### config.mk
export PLATFORM = sky130hd
export DESIGN_NAME = mmss_clock_ctrl
export DESIGN_NICKNAME = d
export VERILOG_FILES = /design/src/rtl/mmss_clock_ctrl.sv
export SDC_FILE = /design/constraint.sdc
export NUM_CORES = 1
export LEC_CHECK = 0
export BUFFER_PORTS_ARGS = -buffer_cell sky130_fd_sc_hd__buf_2
export CORE_ASPECT_RATIO = 0.6
export CORE_MARGIN = 1
export CORE_UTILIZATION = 35
export CTS_CLUSTER_DIAMETER = 60
export DETAILED_ROUTE_END_ITERATION = 7
export PLACE_DENSITY_LB_ADDON = 0.3
export SETUP_SLACK_MARGIN = 0.4
export SYNTH_ARGS = -nofsm -noshare
export SYNTH_HDL_FRONTEND = slang
export SYNTH_SLANG_ARGS = --single-unit
### constraint.sdc
create_clock -name clk_50mhz -period 2.6 [get_ports clk_50mhz]
set_input_delay 0 -clock clk_50mhz [delete_from_list [all_inputs] [get_ports clk_50mhz]]
set_output_delay 0 -clock clk_50mhz [all_outputs]
set_load 0.01 [all_outputs]
### src/rtl/mmss_clock_ctrl.sv
// rtl/mmss_clock_ctrl.sv - MM:SS BCD clock controller with run/stop/set mode FSM
module mmss_clock_ctrl #(
  parameter bit START_RUN    = 1'b1,
  parameter int MIN_MAX_TENS = 5
) (
  input  logic       clk_50mhz,
  input  logic       reset_n,
  input  logic       tick_1hz,
  input  logic       btn_mode,
  input  logic       btn_inc,
  output logic [3:0] min_tens,
  output logic [3:0] min_ones,
  output logic [3:0] sec_tens,
  output logic [3:0] sec_ones,
  output logic [1:0] mode,
  output logic       blink,
  output logic       rollover,
  output logic       div_clear
);

  typedef enum logic [1:0] {
    ST_RUN     = 2'd0,
    ST_STOP    = 2'd1,
    ST_SET_MIN = 2'd2,
    ST_SET_SEC = 2'd3
  } state_t;

  localparam logic [3:0] MIN_TENS_LAST = 4'(MIN_MAX_TENS);
  localparam logic [3:0] SEC_TENS_LAST = 4'd5;
  localparam logic [3:0] ONES_LAST     = 4'd9;
  localparam state_t     RESET_STATE   = START_RUN ? ST_RUN : ST_STOP;

  state_t     state;
  state_t     state_nxt;
  logic [3:0] min_tens_nxt;
  logic [3:0] min_ones_nxt;
  logic [3:0] sec_tens_nxt;
  logic [3:0] sec_ones_nxt;
  logic       blink_nxt;
  logic       rollover_nxt;
  logic       div_clear_nxt;

  // Incremented seconds/minutes fields, each wrapping independently to 00.
  // Comparisons use >= so a digit can never step past its BCD limit.
  logic       sec_wrap;
  logic       min_wrap;
  logic [3:0] sec_tens_inc;
  logic [3:0] sec_ones_inc;
  logic [3:0] min_tens_inc;
  logic [3:0] min_ones_inc;

  // Pure BCD increment of the two fields, shared by RUN counting and SET editing
  always_comb begin
    sec_wrap = (sec_ones >= ONES_LAST) && (sec_tens >= SEC_TENS_LAST);
    min_wrap = (min_ones >= ONES_LAST) && (min_tens >= MIN_TENS_LAST);

    if (sec_ones >= ONES_LAST) begin
      sec_ones_inc = 4'd0;
      sec_tens_inc = (sec_tens >= SEC_TENS_LAST) ? 4'd0 : sec_tens + 4'd1;
    end else begin
      sec_ones_inc = sec_ones + 4'd1;
      sec_tens_inc = sec_tens;
    end

    if (min_ones >= ONES_LAST) begin
      min_ones_inc = 4'd0;
      min_tens_inc = (min_tens >= MIN_TENS_LAST) ? 4'd0 : min_tens + 4'd1;
    end else begin
      min_ones_inc = min_ones + 4'd1;
      min_tens_inc = min_tens;
    end
  end

  // Next-state, next-time and next-flag decode for the mode FSM
  always_comb begin
    state_nxt     = state;
    min_tens_nxt  = min_tens;
    min_ones_nxt  = min_ones;
    sec_tens_nxt  = sec_tens;
    sec_ones_nxt  = sec_ones;
    blink_nxt     = 1'b0;
    rollover_nxt  = 1'b0;
    div_clear_nxt = 1'b0;

    unique case (state)
      ST_RUN: begin
        // A tick in the same cycle as btn_mode still lands before leaving RUN.
        if (tick_1hz) begin
          sec_ones_nxt = sec_ones_inc;
          sec_tens_nxt = sec_tens_inc;
          if (sec_wrap) begin
            min_ones_nxt = min_ones_inc;
            min_tens_nxt = min_tens_inc;
            rollover_nxt = min_wrap;
          end
        end
        if (btn_mode) begin
          state_nxt = ST_STOP;
        end
      end

      ST_STOP: begin
        if (btn_mode) begin
          state_nxt = ST_SET_MIN;
        end else if (btn_inc) begin
          min_tens_nxt = 4'd0;
          min_ones_nxt = 4'd0;
          sec_tens_nxt = 4'd0;
          sec_ones_nxt = 4'd0;
        end
      end

      ST_SET_MIN: begin
        if (btn_mode) begin
          state_nxt = ST_SET_SEC;
        end else begin
          blink_nxt = blink ^ tick_1hz;
          if (btn_inc) begin
            min_ones_nxt = min_ones_inc;
            min_tens_nxt = min_tens_inc;
          end
        end
      end

      ST_SET_SEC: begin
        if (btn_mode) begin
          state_nxt     = ST_RUN;
          div_clear_nxt = 1'b1;
        end else begin
          blink_nxt = blink ^ tick_1hz;
          if (btn_inc) begin
            sec_ones_nxt = sec_ones_inc;
            sec_tens_nxt = sec_tens_inc;
          end
        end
      end

      default: begin
        state_nxt = RESET_STATE;
      end
    endcase
  end

  // Register state, time digits and one-cycle flags; reset clears in-flight pulses
  always_ff @(posedge clk_50mhz or negedge reset_n) begin
    if (!reset_n) begin
      state     <= RESET_STATE;
      min_tens  <= 4'd0;
      min_ones  <= 4'd0;
      sec_tens  <= 4'd0;
      sec_ones  <= 4'd0;
      blink     <= 1'b0;
      rollover  <= 1'b0;
      div_clear <= 1'b0;
    end else begin
      state     <= state_nxt;
      min_tens  <= min_tens_nxt;
      min_ones  <= min_ones_nxt;
      sec_tens  <= sec_tens_nxt;
      sec_ones  <= sec_ones_nxt;
      blink     <= blink_nxt;
      rollover  <= rollover_nxt;
      div_clear <= div_clear_nxt;
    end
  end

  assign mode = state;

endmodule

==> metrics.md <==
| Metric | Value |
|---|---|
| Status | finished clean |
| Pins over their slew limit | 0 |
| Leakage | 0.794 nW |
| EDFF count, synth | 0 |
| Post-DP HPWL | 2220 µm |
| Internal power | 1.04 mW |
| WL/cell | 13.6 µm |
| Final Wtd Congestion | 0.795 |
| R2r setup slk | 0.64 ns |
| Seq cells post-synth | 21 |
| Most frequent cell after synthesis | dfrtp_1 |
| Crit path DAT | 2.12 ns |
| Sink Count | 21 |
| Syn Area/Cell | 9.87 µm² |
| Num CTS Buffers | 3 |
| CP startpoint kind | flip-flop |
| TritonRoute pass-1 iters | 4 |
| Critical path class | reg -> reg |
| Skew-Pair Late Insertion Delay | 0.26 ns |
| Max cap viols | 0 |
| Number of vias per cell | 5.00 |
| Die W | 82.0 µm |
| Hold Path End | rollover |
| Crit share post-route | 75.5% |
| Ys flop type | dfrtp_1 |
| Postcts setup bufs | 0 |
| Clock Skews | 0.00388 ns |
| TritonCTS clock tree | yes |
| Final setup viols | 0 |
| Top post-synthesis cells by area | dfrtp_1 39%, ha_1 16%, inv_1 3.9% |
| Reg power frac | 30.9% |
| Worst path required time | 2.75 ns |
| Switching portion of total power | 47.9% |
| Fin. Hold Viols | 0 |
| Sw power | 0.962 mW |
| Slew margin rel. | 53.4% |
| Vias in the first global route | 1007 |
| RSZ-0062 raised after global routing | no |
| Root Buffer | clkbuf_8 |
| Crit Path Max Fanout | 9 |
| Syn nets | 158 |
| Number of distinct library cells after synthesis | 39 |
| RR Endpoint | min_ones[2] |
| Reg-to-Reg Start | mode[1] |
| Hold_ws | 0.0235 ns |
| Clock slew seen by the registers of the worst setup and hold paths | 0.08 ns |
| Max Clk Rate | 510 MHz |
| Initial Utilization | 36.7% |
| Setup TNS | 0 ns |
| Least-Margin Pin Slew | 0.695 ns |
| H-tree Lvls | 1 |
| WL final | 2910 µm |
| Site Rows | 17 |
| Power Total | 2.01 mW |
| Share of post-route cells with drive strength above 1 | 23.5% |
| First-pass GRT wire length | 4810 µm |
| GRT overflow | 0 |
| Total power per unit cell area | 1270 mW/mm² |
| Worst-case reg-to-reg path depth | 7 |
| CORE AREA | 0.00366 mm² |
| Initial drt markers | 72 |
| Number of gates resized after cts | 0 |
| GRT Total Usage | 15.9% |
| Worst VDD drop | 0.443 mV |
| Synth top cells by count | 21 x dfrtp_1, 17 x ha_1, 14 x inv_1 |
| Mapped Area | 0.00134 mm² |
| Port Buffer Count | 25 |
| Yosys top cell by area | dfrtp_1 |
| N_diodes | 0 |
| Largest net degree at the start of global routing | 22 |
| Crit path capture type | flip-flop |
| Synth async-reset ratio | 100% |
| IO Pins | 26 |
| Critical Path Start | mode[1] |
| Register area share after synthesis | 39.1% |
| Syn Inst Count | 136 |
| Power share of the clock group | 10.9% |
| Post-route DRC | 0 |
| Final min period | 1.96 ns |
| Synth top area share | 39.1% |
| Synth-to-layout area growth | 17.7% |
| Comb power frac | 58.2% |
| Yosys warning count | 0 |
| Deepest clock path buffer count | 2 |
| Die extent in y | 50.0 µm |
| DR vias | 1065 |
| Worst Hold Class | in -> reg |
| Hold Path Depth | 2 |
| Final layout net count | 189 |
| Die area | 0.00410 mm² |
| Min-delay src | tick_1hz |
| Initial antenna violation count | 0 |
| DRT antenna net count | 0 |
[worst max-delay path by stage]
stage                  endpoint  slack (ns)  depth (start not counted)
floorplan           min_ones[2]        0.81                          8
global placement    min_tens[3]        0.74                          7
detailed placement  min_ones[2]        0.64                          7
CTS                 min_ones[2]        0.62                          7
global route        min_ones[2]        0.45                          7
finish              min_ones[2]        0.64                          7
[layout by cell type, fill, tap and decap left out, drive strengths merged, types with 4 or more instances in the layout]
master	netlist	layout
inv	14	14
nor2	7	7
dfrtp	21	21
o21ai	12	12
ha	17	17
a21oi	4	4
mux2i	5	5
buf	1	25
nor2b	5	5
nand3	7	7
nand2b	7	7
clkbuf	0	4
nand2	12	12
[repair_timing]
action	CTS	global route
hold buffers	2	0
hold endpoints to repair	22	0
setup endpoints to repair	0	0
[per-stage QoR]
stage	worst slack (ns)	instance area, µm²	instances	util, %
after detailed placement	0.642	1520	207	41.4
after floorplan	0.813	1340	136	-
after CTS	0.625	1580	213	43.2
after global placement	0.741	1520	207	41.4
final	0.638	1580	213	43.2
after global routing	0.448	1580	213	43.2
[state kept, by name, indices dropped and copies added, names as in the netlist]
signal and count:
sec_ones 4, rollover 1, min_ones 4, min_tens 4, mode 2, div_clear 1
blink 1, sec_tens 4
[logic make-up (layout without fill, tap and decap cells)]
logic type,after synthesis,in the layout,synth area share [%]
flip-flops,21,21,39.1
buffers and inverters,15,45,4.75
adder cells (fa/ha/maj),17,17,15.8
AO/OA/AOI/OAI,25,25,12.6
multiplexers,6,6,4.57
AND/OR/NAND/NOR,50,50,21.8
XOR/XNOR,2,2,1.30
[routing by layer]
metal	GRT usage, %	part of all wire, %
met1	23.1	51
met3	5.00	5.0
met4	2.63	0.24
met5	0	0
met2	23.0	44
[cell type report]
| type | instances | area (µm²) |
|---|---|---|
| flip-flops and latches | 21 | 526 |
| inverters | 14 | 52.6 |
| repair buffers | 27 | 145 |
| fillers | 366 | 2080 |
| well taps | 47 | 58.8 |
| multi-input cells | 100 | 753 |
| clock buffers | 4 | 45.0 |
[power groups by stage]
stage,Sequential (mW),Clock [mW],Combinational [mW]
3_5_place_dp,0.623,0,1.16
5_1_grt,0.645,0.245,1.31
2_1_floorplan,0.653,0,0.786
3_3_place_gp,0.609,0,1.11
6_report,0.620,0.219,1.17
4_1_cts,0.618,0.230,1.18
[critical path, cell delays in order, from the launching register on]
cell and delay [ns]:
dfrtp_1 0.45, inv_1 0.09, ha_1 0.32, nor2_2 0.13
o21a_2 0.16, nor4b_4 0.38, o21ai_2 0.10, a32o_1 0.21
(Power assumes the default switching activity.)
